### src/rtl/lc3b_control.sv
// Multicycle LC-3b control FSM: fetch/decode/execute sequencing, datapath load enables,
// mux selects, ALU op and the cache read/write handshake.
module lc3b_control #(
  parameter bit ILLEGAL_HALT = 1'b1
) (
  input  logic       clk,
  input  logic       reset,
  input  logic [3:0] opcode,
  input  logic       branch_enable,
  input  logic       imm_check,
  input  logic       jsr_check,
  input  logic       shf_a,
  input  logic       shf_d,
  input  logic       mar_lsb,
  input  logic       mem_resp,
  output logic       load_pc,
  output logic       load_ir,
  output logic       load_mar,
  output logic       load_mdr,
  output logic       load_cc,
  output logic       load_regfile,
  output logic [2:0] pcmux_sel,
  output logic [2:0] marmux_sel,
  output logic [2:0] regfilemux_sel,
  output logic [2:0] alumux_sel,
  output logic       mdrmux_sel,
  output logic       storemux_sel,
  output logic       r7_sel,
  output logic [3:0] aluop,
  output logic       mem_read,
  output logic       mem_write,
  output logic [1:0] mem_byte_enable
);

  localparam logic [3:0] OP_BR  = 4'd0,  OP_ADD = 4'd1,  OP_LDB = 4'd2,  OP_STB = 4'd3;
  localparam logic [3:0] OP_JSR = 4'd4,  OP_AND = 4'd5,  OP_LDR = 4'd6,  OP_STR = 4'd7;
  localparam logic [3:0] OP_NOT = 4'd9,  OP_LDI = 4'd10, OP_STI = 4'd11, OP_JMP = 4'd12;
  localparam logic [3:0] OP_SHF = 4'd13, OP_LEA = 4'd14, OP_TRAP = 4'd15;

  typedef enum logic [4:0] {
    FETCH1, FETCH2, FETCH3, DECODE,
    ALU, BR, JMP, JSR1, JSR2, LEA,
    ADDR, RD1, IND, RD2, LD_WB, ST_DATA, WR,
    T1, T2, T3, HALT
  } state_t;

  state_t state;

  logic is_byte, is_ind;
  assign is_byte = (opcode == OP_LDB) || (opcode == OP_STB);
  assign is_ind  = (opcode == OP_LDI) || (opcode == OP_STI);

  always_ff @(posedge clk or posedge reset) begin
    if (reset) begin
      state <= FETCH1;
    end else begin
      case (state)
        FETCH1:  state <= FETCH2;
        FETCH2:  if (mem_resp) state <= FETCH3;
        FETCH3:  state <= DECODE;
        DECODE: begin
          case (opcode)
            OP_ADD, OP_AND, OP_NOT, OP_SHF: state <= ALU;
            OP_BR:   state <= BR;
            OP_JMP:  state <= JMP;
            OP_JSR:  state <= JSR1;
            OP_LEA:  state <= LEA;
            OP_LDR, OP_LDB, OP_LDI, OP_STR, OP_STB, OP_STI: state <= ADDR;
            OP_TRAP: state <= T1;
            default: state <= ILLEGAL_HALT ? HALT : FETCH1;
          endcase
        end
        JSR1:    state <= JSR2;
        ADDR:    state <= ((opcode == OP_STR) || (opcode == OP_STB)) ? ST_DATA : RD1;
        RD1:     if (mem_resp) state <= is_ind ? IND : LD_WB;
        IND:     state <= (opcode == OP_STI) ? ST_DATA : RD2;
        RD2:     if (mem_resp) state <= LD_WB;
        ST_DATA: state <= WR;
        WR:      if (mem_resp) state <= FETCH1;
        T1:      state <= T2;
        T2:      if (mem_resp) state <= T3;
        HALT:    state <= HALT;
        default: state <= FETCH1;
      endcase
    end
  end

  // Outputs decode the current state; IR fields are stable from DECODE onward.
  // Gating with reset makes an in-flight request drop in the same cycle reset rises.
  always_comb begin
    load_pc         = 1'b0;
    load_ir         = 1'b0;
    load_mar        = 1'b0;
    load_mdr        = 1'b0;
    load_cc         = 1'b0;
    load_regfile    = 1'b0;
    pcmux_sel       = 3'd0;
    marmux_sel      = 3'd0;
    regfilemux_sel  = 3'd0;
    alumux_sel      = 3'd0;
    mdrmux_sel      = 1'b0;
    storemux_sel    = 1'b0;
    r7_sel          = 1'b0;
    aluop           = 4'd0;
    mem_read        = 1'b0;
    mem_write       = 1'b0;
    mem_byte_enable = 2'b11;
    if (!reset) begin
      case (state)
        FETCH1: begin
          marmux_sel = 3'd1;
          load_mar   = 1'b1;
        end
        FETCH2, RD1, RD2, T2: begin
          mem_read   = 1'b1;
          mdrmux_sel = 1'b1;
          load_mdr   = 1'b1;
        end
        FETCH3: load_ir = 1'b1;
        DECODE: load_pc = 1'b1;
        ALU: begin
          load_regfile = 1'b1;
          load_cc      = 1'b1;
          case (opcode)
            OP_ADD: alumux_sel = imm_check ? 3'd2 : 3'd0;
            OP_AND: begin
              alumux_sel = imm_check ? 3'd2 : 3'd0;
              aluop      = 4'd1;
            end
            OP_NOT: aluop = 4'd2;
            OP_SHF: begin
              alumux_sel = 3'd3;
              aluop      = !shf_d ? 4'd4 : (shf_a ? 4'd6 : 4'd5);
            end
            default: ;
          endcase
        end
        BR: begin
          pcmux_sel = 3'd1;
          load_pc   = branch_enable;
        end
        JMP: begin
          pcmux_sel = 3'd2;
          load_pc   = 1'b1;
        end
        JSR1: begin
          r7_sel         = 1'b1;
          regfilemux_sel = 3'd3;
          load_regfile   = 1'b1;
        end
        JSR2: begin
          pcmux_sel = jsr_check ? 3'd4 : 3'd2;
          load_pc   = 1'b1;
        end
        LEA: begin
          regfilemux_sel = 3'd2;
          load_regfile   = 1'b1;
          load_cc        = 1'b1;
        end
        ADDR: begin
          alumux_sel = 3'd1;
          marmux_sel = is_byte ? 3'd4 : 3'd0;
          load_mar   = 1'b1;
        end
        IND: begin
          marmux_sel = 3'd2;
          load_mar   = 1'b1;
        end
        LD_WB: begin
          regfilemux_sel = is_byte ? 3'd4 : 3'd1;
          load_regfile   = 1'b1;
          load_cc        = 1'b1;
        end
        ST_DATA: begin
          storemux_sel = 1'b1;
          aluop        = 4'd3;
          load_mdr     = 1'b1;
        end
        WR: begin
          mem_write = 1'b1;
          if (opcode == OP_STB) mem_byte_enable = mar_lsb ? 2'b10 : 2'b01;
        end
        T1: begin
          marmux_sel     = 3'd3;
          load_mar       = 1'b1;
          r7_sel         = 1'b1;
          regfilemux_sel = 3'd3;
          load_regfile   = 1'b1;
        end
        T3: begin
          pcmux_sel = 3'd3;
          load_pc   = 1'b1;
        end
        default: ;
      endcase
    end
  end

endmodule
### config.mk
export PLATFORM = sky130hd
export DESIGN_NAME = lc3b_control
export DESIGN_NICKNAME = d
export VERILOG_FILES = /design/src/rtl/lc3b_control.sv
export SDC_FILE = /design/constraint.sdc
export NUM_CORES = 1
export LEC_CHECK = 0
export BUFFER_PORTS_ARGS = -buffer_cell sky130_fd_sc_hd__buf_2
export CORE_AREA = 3 3 54 56
export CTS_CLUSTER_SIZE = 16
export DETAILED_ROUTE_END_ITERATION = 8
export DIE_AREA = 0 0 57 59
export GPL_ROUTABILITY_DRIVEN = 0
export PLACE_DENSITY = 0.75
export SETUP_SLACK_MARGIN = 0.5
export SYNTH_ARGS = -nofsm -noshare
export SYNTH_HDL_FRONTEND = slang
export SYNTH_SLANG_ARGS = --single-unit
### constraint.sdc
create_clock -name clk -period 1.7 [get_ports clk]
set_input_delay 0.34 -clock clk [delete_from_list [all_inputs] [get_ports clk]]
set_output_delay 0.34 -clock clk [all_outputs]
set_load 0.1 [all_outputs]
==> impl_results.html, run 1 <==
<table>
<tr><th>Metric</th><th>Value</th></tr>
<tr><th colspan="2">CTS</th></tr>
<tr><td>CTS Buf Count</td><td>3</td></tr>
<tr><td># hold bufs at CTS</td><td>0</td></tr>
<tr><td>Post_cts resized</td><td>65</td></tr>
<tr><td>Cell at the root of the clock tree</td><td>clkbuf_4</td></tr>
<tr><td>Sink count of the clock tree</td><td>5</td></tr>
<tr><td>Max H-tree Level</td><td>1</td></tr>
<tr><td>Clock Path Buffers</td><td>2</td></tr>
<tr><td>Number of buffers added for setup after CTS</td><td>18</td></tr>
<tr><th colspan="2">Placement</th></tr>
<tr><td>Post-placement setup slack</td><td>-278 ps</td></tr>
<tr><td>DPL Wire Length</td><td>4.73 mm</td></tr>
<tr><td>Post-detailed-placement cell area</td><td>0.00230 mm²</td></tr>
<tr><td>Number of I/O port buffers</td><td>39</td></tr>
<tr><th colspan="2">Yosys</th></tr>
<tr><td>Mux cell area share after synthesis</td><td>1.81%</td></tr>
<tr><td>Cell variety after synth</td><td>51</td></tr>
<tr><td>Top cells by area in the synthesized netlist</td><td>dfrtp_1 11%, nand2_1 6.4%, nor2_1 6.1%, a21oi_1 4.5%, nor2b_1 4.5%</td></tr>
<tr><td>Commonest cells in the synthesized netlist</td><td>19 x nand2_1, 18 x nor2_1, 10 x a21oi_1, 10 x nor3_1</td></tr>
<tr><td>Area fraction in compound gates after synthesis</td><td>29.4%</td></tr>
<tr><td>Area share of the largest cell type after synthesis</td><td>11.3%</td></tr>
<tr><td>Syn Inst Count</td><td>177</td></tr>
<tr><td>Number of synthesized flops with an enable pin</td><td>0</td></tr>
<tr><td>Area of the mapped netlist</td><td>0.00111 mm²</td></tr>
<tr><td>Post-synthesis average cell area</td><td>6.26 µm²</td></tr>
<tr><td>Dominant combinational cell family by area after synthesis</td><td>simple AND/OR/NAND/NOR gates</td></tr>
<tr><td>Post-synth top flop</td><td>dfrtp_1</td></tr>
<tr><td>Cell type contributing the most total cell area after synthesis</td><td>dfrtp_1</td></tr>
<tr><td>Sequential element share of the synthesized area</td><td>11.3%</td></tr>
<tr><td>Most instantiated library cell after synthesis</td><td>nand2_1</td></tr>
<tr><td>Warnings from Yosys</td><td>0</td></tr>
<tr><td>Area share of xor/xnor cells in the synthesized design</td><td>1.58%</td></tr>
<tr><td>Basic-gate share of the synthesized area counting and, or, nand and nor cells</td><td>40.2%</td></tr>
<tr><td>Async S/R FF share, synth</td><td>100%</td></tr>
<tr><td>Adder and majority cell fraction of the synthesized area</td><td>0.904%</td></tr>
<tr><td>Number of synthesized register bits</td><td>5</td></tr>
<tr><th colspan="2">Floorplanning</th></tr>
<tr><td>I/O pins</td><td>42</td></tr>
<tr><td>Height of the chip</td><td>59 µm</td></tr>
<tr><td>Die X-Extent</td><td>57 µm</td></tr>
<tr><td>Number of placement rows</td><td>18</td></tr>
<tr><td>Starting density of the core</td><td>44.7%</td></tr>
<tr><th colspan="2">Status</th></tr>
<tr><td>Result of the run</td><td>did not finish</td></tr>
<tr><td>Stage at which the flow ended</td><td>4_1_cts</td></tr>
<tr><td>First logged error message</td><td>[ERROR DPL-0038] Utilization greater than 100%, impossible to legalize</td></tr>
</table>
[cells by family after synthesis]
group / count (synthesis)
XOR/XNOR: 2
AND/OR/NAND/NOR: 86
other: 1
flip-flops: 5
buffers and inverters: 32
AO/OA/AOI/OAI: 48
multiplexers: 2
adder cells (fa/ha/maj): 1
[per-stage QoR]
step / hold slack [ps] / cells
floorplan: 410 / 178
global placement: 522 / 284
detailed placement: 547 / 284
==> run 2, diff against run 1 <==
==> config.mk (replaced) <==
export PLATFORM = sky130hd
export DESIGN_NAME = lc3b_control
export DESIGN_NICKNAME = d
export VERILOG_FILES = /design/src/rtl/lc3b_control.sv
export SDC_FILE = /design/constraint.sdc
export NUM_CORES = 1
export LEC_CHECK = 0
export BUFFER_PORTS_ARGS = -buffer_cell sky130_fd_sc_hd__buf_2
export CORE_AREA = 3 3 64 66
export DETAILED_ROUTE_END_ITERATION = 8
export DIE_AREA = 0 0 67 69
export GPL_ROUTABILITY_DRIVEN = 0
export PLACE_DENSITY_LB_ADDON = 0.15
export SYNTH_ARGS = -nofsm -noshare
export SYNTH_HDL_FRONTEND = slang
export SYNTH_SLANG_ARGS = --single-unit
==> constraint.sdc (replaced) <==
create_clock -name clk -period 2.2 [get_ports clk]
set_input_delay 0.44 -clock clk [delete_from_list [all_inputs] [get_ports clk]]
set_output_delay 0.44 -clock clk [all_outputs]
set_load 0.1 [all_outputs]
==> run 2 against run 1 <==
Against the previous run: the flow now finishes, with violations (setup timing); synthesized area stayed put; synthesized cell count unchanged.
==> impl_results.html, run 2 <==
<table>
<tr><th>Metric</th><th>Value</th></tr>
<tr><th colspan="2">Status</th></tr>
<tr><td>Result of the run</td><td>finished with violations</td></tr>
<tr><td>Violations in the final reports</td><td>setup timing</td></tr>
<tr><th colspan="2">Setup path</th></tr>
<tr><td>Crit end category</td><td>output port</td></tr>
<tr><td>CP top delay family</td><td>simple AND/OR/NAND/NOR gates</td></tr>
<tr><td>Critical-path maximum fanout</td><td>9</td></tr>
<tr><td>Worst path max stage delay</td><td>480 ps</td></tr>
<tr><td>Worst Path Buf+Inv</td><td>2</td></tr>
<tr><td>Critical setup path kind</td><td>flip-flop to output port</td></tr>
<tr><td>Worst Path Required</td><td>1760 ps</td></tr>
<tr><td>Cell with the largest stage delay on the worst path</td><td>dfrtp_2</td></tr>
<tr><td>Data arrival time of the critical path</td><td>1830 ps</td></tr>
<tr><td>Element type at the critical path start</td><td>flip-flop</td></tr>
<tr><td>Crit-path cells</td><td>nor3_1 &gt; a21o_1 &gt; nand3_2 &gt; a21oi_4 &gt; buf_4 &gt; buf_12</td></tr>
<tr><th colspan="2">Yosys</th></tr>
<tr><td>Number of synthesized register bits</td><td>5</td></tr>
<tr><td>Cell type contributing the most total cell area after synthesis</td><td>dfrtp_1</td></tr>
<tr><td>Top cells by area in the synthesized netlist</td><td>dfrtp_1 11%, nand2_1 6.4%, nor2_1 6.1%, a21oi_1 4.5%, nor2b_1 4.5%</td></tr>
<tr><td>Post-synth top flop</td><td>dfrtp_1</td></tr>
<tr><td>Post-synthesis average cell area</td><td>6.26 µm²</td></tr>
<tr><td>Number of synthesized flops with an enable pin</td><td>0</td></tr>
<tr><td>Async S/R FF share, synth</td><td>100%</td></tr>
<tr><td>Sequential element share of the synthesized area</td><td>11.3%</td></tr>
<tr><td>Most instantiated library cell after synthesis</td><td>nand2_1</td></tr>
<tr><td>Syn Inst Count</td><td>177</td></tr>
<tr><td>Area share of the largest cell type after synthesis</td><td>11.3%</td></tr>
<tr><td>Warnings from Yosys</td><td>0</td></tr>
<tr><td>Commonest cells in the synthesized netlist</td><td>19 x nand2_1, 18 x nor2_1, 10 x a21oi_1, 10 x nor3_1</td></tr>
<tr><td>Cell variety after synth</td><td>51</td></tr>
<tr><td>Area of the mapped netlist</td><td>0.00111 mm²</td></tr>
<tr><th colspan="2">Timing</th></tr>
<tr><td>Pins over their slew limit</td><td>0</td></tr>
<tr><td>Portion of the clock cycle consumed by the worst path in the final layout</td><td>103%</td></tr>
<tr><td>Setup-failing EPs final</td><td>8</td></tr>
<tr><td>Largest clock skew in the final design</td><td>11.8 ps</td></tr>
<tr><td>Fmax achieved</td><td>440 MHz</td></tr>
<tr><td>Final hold slack</td><td>159 ps</td></tr>
<tr><td>Final worst path period need</td><td>2270 ps</td></tr>
<tr><td>Final Hold Violating Endpoints</td><td>0</td></tr>
<tr><td>Worst path setup slack after routing</td><td>-74.2 ps</td></tr>
<tr><td>RSZ-0062 raised after global routing</td><td>yes</td></tr>
<tr><th colspan="2">Cells and area</th></tr>
<tr><td>Layout overhead on the synthesized area</td><td>108%</td></tr>
<tr><td>Final instance area</td><td>0.00230 mm²</td></tr>
<tr><td>Filler cell count in the final layout</td><td>316</td></tr>
<tr><td>Fraction of final layout cells with drive strength greater than 1</td><td>52.7%</td></tr>
<tr><td>Post-layout nets</td><td>253</td></tr>
<tr><td>Antenna diode count</td><td>0</td></tr>
<tr><td>Reg area</td><td>130 µm²</td></tr>
<tr><td>Combined area of the multi-input logic cells</td><td>0.00107 mm²</td></tr>
<tr><td>Most common cell after layout, fill and taps aside</td><td>buf_4</td></tr>
<tr><td>Register with the highest flop count</td><td>state</td></tr>
<tr><td>Registers with the highest flip-flop counts</td><td>state: 5 flops</td></tr>
<tr><td>Largest register FFs</td><td>5</td></tr>
<tr><td>Most used cells in the layout excluding fill and tap cells</td><td>32 x buf_4, 30 x buf_12, 15 x nand2_1</td></tr>
<tr><th colspan="2">Floorplanning</th></tr>
<tr><td>Die X-Extent</td><td>67 µm</td></tr>
<tr><td>Core Box Area</td><td>0.00363 mm²</td></tr>
<tr><td>Height of the chip</td><td>69 µm</td></tr>
<tr><td>Die Footprint</td><td>0.00462 mm²</td></tr>
<tr><td>I/O pins</td><td>42</td></tr>
<tr><td>Starting density of the core</td><td>30.5%</td></tr>
<tr><td>Number of placement rows</td><td>22</td></tr>
<tr><th colspan="2">CTS</th></tr>
<tr><td>Max H-tree Level</td><td>1</td></tr>
<tr><td>Cell at the root of the clock tree</td><td>clkbuf_8</td></tr>
<tr><td>Clock latency reported for the late side of the worst-skew pair</td><td>230 ps</td></tr>
<tr><td>Sink count of the clock tree</td><td>5</td></tr>
<tr><td>Clk slew on worst S/H paths</td><td>40 ps</td></tr>
<tr><td>Clock tree from TritonCTS</td><td>yes</td></tr>
<tr><td>CTS Buf Count</td><td>3</td></tr>
<tr><td>Clock Path Buffers</td><td>2</td></tr>
<tr><th colspan="2">Drt</th></tr>
<tr><td>Routed wirelength normalized by instance count</td><td>16.7 µm</td></tr>
<tr><td>Routed Antenna Nets</td><td>0</td></tr>
<tr><td>Remaining DRCs</td><td>0</td></tr>
<tr><td>Detailed-routing iteration count for the pre-antenna-repair pass</td><td>4</td></tr>
<tr><td>Via-per-instance ratio</td><td>5.66</td></tr>
<tr><td>Total via count in the routed design</td><td>1623</td></tr>
<tr><td>Starting DRC count in detailed routing</td><td>146</td></tr>
<tr><td>Detailed Route WL</td><td>4.79 mm</td></tr>
<tr><th colspan="2">Global routing</th></tr>
<tr><td>Initial antenna violation count</td><td>0</td></tr>
<tr><td>Global route total overflow</td><td>0</td></tr>
<tr><td>Pin count of the biggest net entering global routing</td><td>27</td></tr>
<tr><td>Global-route wire length before repair</td><td>8.00 mm</td></tr>
<tr><td>Vias in the first global route</td><td>1625</td></tr>
<tr><td>GRT Resource Usage Total</td><td>21.4%</td></tr>
<tr><th colspan="2">Pwr</th></tr>
<tr><td>Power per cell area</td><td>1360 mW/mm²</td></tr>
<tr><td>Maximum ir drop on the vdd rail</td><td>0.000679 V</td></tr>
<tr><td>Leak pwr</td><td>0.000913 µW</td></tr>
<tr><th colspan="2">Placement</th></tr>
<tr><td>DPL Wire Length</td><td>3.55 mm</td></tr>
<tr><td>Post-detailed-placement cell area</td><td>0.00207 mm²</td></tr>
<tr><td>Number of I/O port buffers</td><td>39</td></tr>
<tr><th colspan="2">Hold path</th></tr>
<tr><td>Worst hold-check path type</td><td>input pin to asynchronous set/reset pin</td></tr>
<tr><th colspan="2">Job</th></tr>
<tr><td>Number of maximum-capacitance constraint violations</td><td>0</td></tr>
</table>
-- run 2: repair_timing --
item                       CTS  global route
setup buffers                7             7
pin swaps                    3             6
hold buffers                 0             0
setup endpoints to repair   21            13
gates resized for setup     16             4
-- run 2: layout make-up --
class	instances	area share, %
Sequential cell	5	5.65
Timing Repair Buffer	78	41.0
Inverter	11	2.28
Tap cell	48	2.61
Multi-Input combinational cell	141	46.5
Clock buffer	4	1.95
-- run 2: worst paths after layout --
check	from	endpoint	slack [ps]	cells past startpoint
max	state[3]	mem_read	-70	6
min	reset	state[0]	160	2
max reg2reg	state[3]	state[1]	410	6
min reg2reg	state[4]	state[3]	670	2
max in group asynchronous	reset	state[3]	1890	2
min in group clk	mem_resp	state[0]	490	2
-- run 2: logic make-up (layout without fill, tap and decap cells) --
logic type,after synthesis,after routing,share of synthesized area (%)
fa+ha+maj,1,1,0.904
simple gates,86,86,40.2
compound gates,48,48,29.4
buf+inv,32,93,14.5
flops,5,5,11.3
other cells,1,2,0.339
mux,2,2,1.81
xor+xnor,2,2,1.58
-- run 2: per-layer routing --
metal,vias to the layer above,routed length [µm],track usage [%]
li1,759,-,-
met3,21,438,4.40
met1,736,1790,28.1
met5,-,0,0
met4,0,154,7.43
met2,107,2410,34.0
-- run 2: metrics by stage --
stage | worst slack [ps] | setup TNS (ps) | instances | total power [µW] | util (%)
floorplan | -423 | -2560 | 178 | 1890 | -
global placement | 59.2 | 0 | 269 | 2600 | 57.0
detailed placement | 15.4 | 0 | 269 | 2600 | 57.0
CTS | -30.2 | -53.7 | 280 | 2930 | 61.1
global route | -139 | -1020 | 287 | 3290 | 63.4
finish | -74.2 | -360 | 287 | 3140 | 63.4
-- run 2: where the power goes --
group | internal (µW) | switching, µW
Combinational | 1100 | 1610
Sequential | 140 | 103
Clock | 125 | 53.4
-- run 2: worst register-to-register path: stages (launching register included) --
cell and delay (ps):
dfrtp_2 480, buf_4 200, or4b_1 510, a21oi_1 160, a311oi_1 70, o221ai_1 150, nor2b_1 150
(Power assumes the default switching activity.)
